$ cat src/rtl/i2c_reg_bank_ctrl.sv
// rtl/i2c_reg_bank_ctrl.sv - I2C-addressed register bank with pointer auto-increment and tx prefetch stall
// Optional pointer wrap-around build: define I2C_REG_BANK_PTR_WRAP_EN.
module i2c_reg_bank_ctrl #(
  parameter logic [6:0] I2C_ADDRESS = 7'h42,
  parameter int         NUM_REGS    = 16,
  parameter int         PTR_W       = 8
) (
  input  logic             clk,
  input  logic             rst_n,
  input  logic [7:0]       i2c_addr_rw,
  input  logic             i2c_addr_rw_valid_stb,
  input  logic [7:0]       i2c_data_rx,
  input  logic             i2c_data_rx_valid_stb,
  output logic [7:0]       i2c_data_tx,
  input  logic             i2c_data_tx_loaded_stb,
  input  logic             i2c_data_tx_done_stb,
  input  logic             i2c_error_stb,
  output logic             stall,
  input  logic             local_wr_en,
  input  logic [PTR_W-1:0] local_wr_addr,
  input  logic [7:0]       local_wr_data,
  output logic             local_wr_collision_stb,
  input  logic [PTR_W-1:0] local_rd_addr,
  output logic [7:0]       local_rd_data,
  output logic             reg_wr_stb,
  output logic [PTR_W-1:0] reg_wr_addr,
  output logic [7:0]       reg_wr_data,
  output logic [PTR_W-1:0] ptr
);

  localparam int               IDX_W      = (NUM_REGS > 1) ? $clog2(NUM_REGS) : 1;
  localparam int               DEPTH      = 1 << IDX_W;
  localparam logic [PTR_W:0]   NUM_REGS_X = (PTR_W+1)'(NUM_REGS);
  localparam logic [PTR_W-1:0] LAST_REG   = PTR_W'(NUM_REGS - 1);
  localparam logic [PTR_W-1:0] PTR_MAX    = '1;

  typedef enum logic [1:0] {ST_IDLE, ST_PTR, ST_WRITE, ST_READ} state_t;

  state_t     state, state_next;
  logic [7:0] regs [DEPTH];
  logic       ptr_load, ptr_inc, i2c_wr, stall_trig, stall_hold;
  logic       addr_match, local_wr_ok, collision;

  // The loaded strobe carries no information this controller needs.
  logic unused_tx_loaded;
  assign unused_tx_loaded = i2c_data_tx_loaded_stb;

  function automatic logic in_range(input logic [PTR_W-1:0] a);
    return {1'b0, a} < NUM_REGS_X;
  endfunction

  function automatic logic [PTR_W-1:0] ptr_next(input logic [PTR_W-1:0] p);
`ifdef I2C_REG_BANK_PTR_WRAP_EN
    if (p == LAST_REG || p == PTR_MAX) return '0;
    else                               return p + PTR_W'(1);
`else
    if (p == PTR_MAX) return p;
    else              return p + PTR_W'(1);
`endif
  endfunction

  assign addr_match  = (i2c_addr_rw[7:1] == I2C_ADDRESS);
  assign local_wr_ok = local_wr_en && in_range(local_wr_addr);
  assign collision   = local_wr_ok && i2c_wr && (local_wr_addr == ptr);

  always_ff @(posedge clk) begin
    if (!rst_n) state <= ST_IDLE;
    else        state <= state_next;
  end

  always_comb begin
    state_next = state;
    if (i2c_error_stb) begin
      state_next = ST_IDLE;
    end else if (i2c_addr_rw_valid_stb) begin
      if (!addr_match)        state_next = ST_IDLE;
      else if (i2c_addr_rw[0]) state_next = ST_READ;
      else                    state_next = ST_PTR;
    end else if (state == ST_PTR && i2c_data_rx_valid_stb) begin
      state_next = ST_WRITE;
    end
  end

  // Address strobes take priority over data strobes; an error masks everything.
  always_comb begin
    ptr_load   = 1'b0;
    ptr_inc    = 1'b0;
    i2c_wr     = 1'b0;
    stall_trig = 1'b0;
    if (!i2c_error_stb) begin
      if (i2c_addr_rw_valid_stb) begin
        stall_trig = addr_match && i2c_addr_rw[0];
      end else begin
        case (state)
          ST_PTR:   ptr_load = i2c_data_rx_valid_stb;
          ST_WRITE: begin
            ptr_inc = i2c_data_rx_valid_stb;
            i2c_wr  = i2c_data_rx_valid_stb && in_range(ptr);
          end
          ST_READ: begin
            ptr_inc    = i2c_data_tx_done_stb;
            stall_trig = i2c_data_tx_done_stb;
          end
          default: ;
        endcase
      end
    end
  end

  always_ff @(posedge clk) begin
    if (!rst_n)        ptr <= '0;
    else if (ptr_load) ptr <= i2c_data_rx;
    else if (ptr_inc)  ptr <= ptr_next(ptr);
  end

  // I2C write is applied last so it overrides a colliding fabric write.
  always_ff @(posedge clk) begin
    if (!rst_n) begin
      for (int i = 0; i < DEPTH; i++) regs[i] <= '0;
    end else begin
      if (local_wr_ok) regs[local_wr_addr[IDX_W-1:0]] <= local_wr_data;
      if (i2c_wr)      regs[ptr[IDX_W-1:0]]           <= i2c_data_rx;
    end
  end

  always_ff @(posedge clk) begin
    if (!rst_n) begin
      reg_wr_stb             <= 1'b0;
      reg_wr_addr            <= '0;
      reg_wr_data            <= '0;
      local_wr_collision_stb <= 1'b0;
    end else begin
      reg_wr_stb             <= i2c_wr;
      local_wr_collision_stb <= collision;
      if (i2c_wr) begin
        reg_wr_addr <= ptr;
        reg_wr_data <= i2c_data_rx;
      end
    end
  end

  always_ff @(posedge clk) begin
    if (!rst_n) begin
      i2c_data_tx   <= '0;
      local_rd_data <= '0;
    end else begin
      i2c_data_tx   <= in_range(ptr)           ? regs[ptr[IDX_W-1:0]]           : 8'hFF;
      local_rd_data <= in_range(local_rd_addr) ? regs[local_rd_addr[IDX_W-1:0]] : 8'hFF;
    end
  end

  // Stall covers the trigger cycle plus the cycle in which i2c_data_tx refreshes.
  always_ff @(posedge clk) begin
    if (!rst_n) begin
      stall      <= 1'b0;
      stall_hold <= 1'b0;
    end else if (stall_trig) begin
      stall      <= 1'b1;
      stall_hold <= 1'b1;
    end else if (stall_hold) begin
      stall_hold <= 1'b0;
    end else begin
      stall <= 1'b0;
    end
  end

endmodule

$ cat config.mk
export PLATFORM = sky130hd
export DESIGN_NAME = i2c_reg_bank_ctrl
export DESIGN_NICKNAME = d
export VERILOG_FILES = /design/src/rtl/i2c_reg_bank_ctrl.sv
export SDC_FILE = /design/constraint.sdc
export NUM_CORES = 1
export LEC_CHECK = 0
export BUFFER_PORTS_ARGS = -buffer_cell sky130_fd_sc_hd__buf_2
export CAP_MARGIN = 20
export CORE_MARGIN = 5
export CORE_UTILIZATION = 42
export CTS_CLUSTER_SIZE = 30
export DETAILED_ROUTE_END_ITERATION = 16
export PLACE_DENSITY = 0.68
export SETUP_SLACK_MARGIN = 0.4
export SYNTH_ARGS = -nofsm -noshare
export SYNTH_HDL_FRONTEND = slang
export SYNTH_SLANG_ARGS = --single-unit
export TNS_END_PERCENT = 30
$ cat constraint.sdc
create_clock -name clk -period 6.95 [get_ports clk]
set_input_delay 0.695 -clock clk [delete_from_list [all_inputs] [get_ports clk]]
set_output_delay 0.695 -clock clk [all_outputs]
set_load 0.02 [all_outputs]
==> results by stage <==
Status:
- The flow ran to the end, and the final reports show no timing, DRC or antenna violations.

Clock tree:
- The total number of H-tree levels is 4.
- The insertion delay of the later-clocked pin in the worst-skew pair is 0.44 ns.
- After clock tree synthesis, the repair step resized 0 gates.
- TritonCTS built the clock tree.
- For this design, the CTS-stage hold fixing added 0 buffers.
- The number of sinks handled by clock tree synthesis is 178.
- TritonCTS created 17 clock buffers.
- The buffer count from post-CTS setup fixing is 0.
- Clock-pin slew was measured on the worst setup and hold paths at 0.07 ns.
- The library cell used as clock root buffer is sky130_fd_sc_hd__clkbuf_16.
- The maximum count of clock buffers along a single path is 2.

Hold path:
- The endpoint of the worst hold path is reg_wr_data[2].
- Counting instances, the worst hold path has a depth of 2.
- The kind of path behind the tightest hold check is register to register.
- The worst hold path startpoint is reg_wr_data[2].

STA:
- The peak clock frequency supported by timing is 0.267 GHz.
- The final hold violation count is 0.
- Counting I/O delays and the setup requirement, the final critical path takes 3.74 ns.
- The actual transition at the worst max-transition pin is 1.10 ns.
- The final number of max-transition violations is 0.
- The worst pin sits at a relative slew slack of 0.263.
- The largest clock skew in the final design is 0.00972 ns.
- Setup repair after global routing left no endpoint under its margin.
- The total negative setup slack is 0 ns.
- The total of endpoints with negative setup slack in the final report is 0.
- The post-route clock period utilization is 0.538.

Worst setup path:
- In this run the critical register-to-register path is launched from ptr[4].
- For the worst setup path, the data arrival time is 3.86 ns.
- The worst flop-to-flop path endpoint is regs[2][4].
- STA classifies the critical path endpoint as a register.
- The setup check on the worst reg-to-reg path leaves a slack of 3.21 ns.
- Of all nets on the critical path, the largest fanout is 13.
- The type of the worst setup path is register to register.
- The required arrival time at the worst endpoint is 7.07 ns.
- The startpoint type of the worst setup path is a register.
- For the worst flop-to-flop path, the logic depth is 4.

Finish:
- The share of cells above drive strength 1 is 0.257.
- The antenna diode instance count is 0.
- The count of cells in the finished layout, fillers not included, comes to 1241.
- The net count of the finished layout is 956.
- The area growth from synthesis to final layout is 12.0%.

Detailed routing:
- The post-route antenna net violation count is 0.
- The met2 wirelength from detailed routing is 13600 um.
- After detailed routing, the total wire length is 30900 um.
- The number of optimization iterations in the first detailed-route pass is 5.
- For this block, the via count after detailed routing is 7640.
- The total length of routed met3 wires is 3590 um.
- Using the TritonRoute via totals, the vias-per-cell ratio works out to 6.16.
- The detailed-routing wirelength on met1 is 12400 um.
- The detailed router finished its first iteration with 936 violations.
- The number of remaining DRC errors is 0.
- The topmost layer with routed signal wires is met4.
- The detailed-route wire length per cell is 24.9 um.

Die:
- The total number of placement rows is 57.
- The floorplan step defined a die boundary enclosing 27800 sq um.
- During I/O placement, the number of pins put on the boundary was 91.
- In this run the vertical extent of the chip is 167 um.
- For this configuration, the core starts out at a cell density of 0.426.
- The chip width is 167 um.
- The area of the placeable core is 24200 sq um.

Yosys:
- Summed over all instances, the cell type with the most area after synthesis is sky130_fd_sc_hd__edfxtp_1.
- The number of synthesis warnings is 0.
- In the synthesized netlist, the number of instances is 865.
- The average instance in the mapped netlist occupies 11.9 sq um.
- By area the synthesized netlist is led by sky130_fd_sc_hd__edfxtp_1, sky130_fd_sc_hd__mux2i_1, sky130_fd_sc_hd__mux4_2.
- The most used flip-flop cell after synthesis is sky130_fd_sc_hd__edfxtp_1.
- Ranked by instance count, the synthesized netlist is headed by sky130_fd_sc_hd__nand2_1, sky130_fd_sc_hd__mux2i_1, sky130_fd_sc_hd__edfxtp_1, sky130_fd_sc_hd__mux4_2, sky130_fd_sc_hd__dfxtp_1.
- The count of state elements after synthesis is 178.
- The post-synthesis async set-or-reset flop share is 0.
- Among all cell types in the netlist, the one instantiated most often is sky130_fd_sc_hd__nand2_1.
- After synthesis the cells add up to 10300 sq um.
- In this run, synthesis inferred 128 flip-flops with an integrated enable.
- The fraction of post-synthesis cell area in the top cell type by area is 0.372.
- The number of nets produced by synthesis is 917.
- For this run, the register share of the synthesized area comes to 0.469.
- Synthesis instantiated 55 different standard cells from the library.

GRT:
- The first global-routing pass estimated 46000 um of wire.
- The number of antenna violations at the first check in global routing is 0.
- The via count of the first global-routing pass was 7512.
- For this run the aggregate overflow at the end of global routing stands at 0.
- Entering global routing, the biggest net connects 44 pins.
- For this run, the total global-route usage over all layers was measured as 0.219.

Run:
- The number of max-cap violations is 0.

Power and ir drop:
- For this design the ratio of total power to cell area is 207 nW/um^2.
- IR analysis of the VDD net gives a maximum drop of 0.147 mV.
- The overall power is 2390 uW.
- The static leakage is 0.00380 uW.

Placement:
- The total half-perimeter wirelength after legalization and detailed placement is 21100 um.
- The routability congestion estimate from global placement is 0.870.
- During placement, the flow inserted port buffers numbering 89.
- The number of placed instances, taps included, is 1208.
==> where the power goes <==
group	internal, uW	total [uW]	leakage [uW]	switching (uW)
clock	560	985	0.000296	425
sequential	1180	1210	0.00163	30.1
combinational	70.6	197	0.00188	126
total	1810	2390	0.00380	582
==> logic make-up (layout without fill, tap and decap cells) <==
kind of cell / Yosys count / after routing / synth area share
AOI/OAI and AO/OA: 111 / 111 / 0.0696
xor gates and xnor gates: 9 / 9 / 0.00763
adders and majority gates: 4 / 4 / 0.00484
buffers and inverters: 95 / 147 / 0.0391
DFF: 178 / 178 / 0.469
muxes: 200 / 200 / 0.262
and+or+nand+nor: 268 / 268 / 0.148
==> critical path: stages (launching register included) <==
cell and delay [ns]:
sky130_fd_sc_hd__dfxtp_1 0.43, sky130_fd_sc_hd__nor4_4 0.97, sky130_fd_sc_hd__nand3_2 0.57, sky130_fd_sc_hd__nor4_2 1.05, sky130_fd_sc_hd__or3_1 0.41
==> final cells by class <==
class	instances	area, sq um
clock buffers	23	510
clock inverters	9	88.8
fillers	2190	12700
inverters	12	45.0
multi-input cells	592	5100
flip-flops and latches	178	4850
well taps	324	405
repair buffers	103	571
==> stage by stage <==
stage          setup slack (ns)   util  hold WS, ns  instance area (sq um)
2_1_floorplan              4.47      -        0.449                  10300
3_3_place_gp               3.39  0.451        0.437                  10900
3_5_place_dp               3.33  0.451        0.441                  10900
4_1_cts                    3.33  0.476        0.455                  11500
5_1_grt                    3.02  0.477        0.469                  11600
6_report                   3.21  0.477        0.452                  11600
==> layer usage <==
| metal | vias to the layer above | global-route usage |
|---|---|---|
| li1 | 3349 | - |
| met3 | 91 | 0.0723 |
| met1 | 3706 | 0.292 |
| met5 | - | 0 |
| met2 | 494 | 0.324 |
| met4 | 0 | 0.100 |
==> worst max-delay path by stage <==
stage	cells after the start	slack, ns	start	end
3_3_place_gp	4	3.39	ptr[4]	regs[2][0]
2_1_floorplan	5	4.47	local_wr_addr[4]	regs[11][0]
4_1_cts	4	3.33	ptr[4]	regs[8][5]
6_report	4	3.21	ptr[4]	regs[2][4]
5_1_grt	4	3.02	ptr[4]	regs[2][7]
3_5_place_dp	4	3.33	ptr[4]	regs[8][4]
==> state kept, by name (all words and copies together), names as in the netlist, named ones only <==
register / cells
local_rd_data: 8
i2c_data_tx: 8
ptr: 8
regs: 128
stall_hold: 1
stall: 1
reg_wr_stb: 1
state: 2
local_wr_collision_stb: 1
reg_wr_addr: 8
reg_wr_data: 8
==> cells in the final DEF (no fill, tap or decap), types with 3 or more instances in the layout <==
cell                        instances
sky130_fd_sc_hd__a21oi_1           42
sky130_fd_sc_hd__a22oi_1           10
sky130_fd_sc_hd__and3_1             7
sky130_fd_sc_hd__buf_2             89
sky130_fd_sc_hd__buf_4             13
sky130_fd_sc_hd__clkbuf_16         19
sky130_fd_sc_hd__dfxtp_1           48
sky130_fd_sc_hd__edfxtp_1         128
sky130_fd_sc_hd__ha_1               4
sky130_fd_sc_hd__inv_1             11
sky130_fd_sc_hd__inv_4              4
sky130_fd_sc_hd__mux2i_1          142
sky130_fd_sc_hd__mux4_2            56
sky130_fd_sc_hd__nand2_1          152
sky130_fd_sc_hd__nand2b_1           7
sky130_fd_sc_hd__nand3_1            6
sky130_fd_sc_hd__nand4_1            6
sky130_fd_sc_hd__nor2_1             6
sky130_fd_sc_hd__nor2_4             3
sky130_fd_sc_hd__nor2_8             3
sky130_fd_sc_hd__nor2b_1            7
sky130_fd_sc_hd__nor3_1             8
sky130_fd_sc_hd__nor4_2            15
sky130_fd_sc_hd__nor4_4             6
sky130_fd_sc_hd__o211ai_1          13
sky130_fd_sc_hd__o21ai_0           15
sky130_fd_sc_hd__o221ai_1          16
sky130_fd_sc_hd__o22ai_1            6
sky130_fd_sc_hd__or2_2              5
sky130_fd_sc_hd__or3_1             18
sky130_fd_sc_hd__xnor2_1            8
No activity file was read; power rests on OpenSTA's default activity.
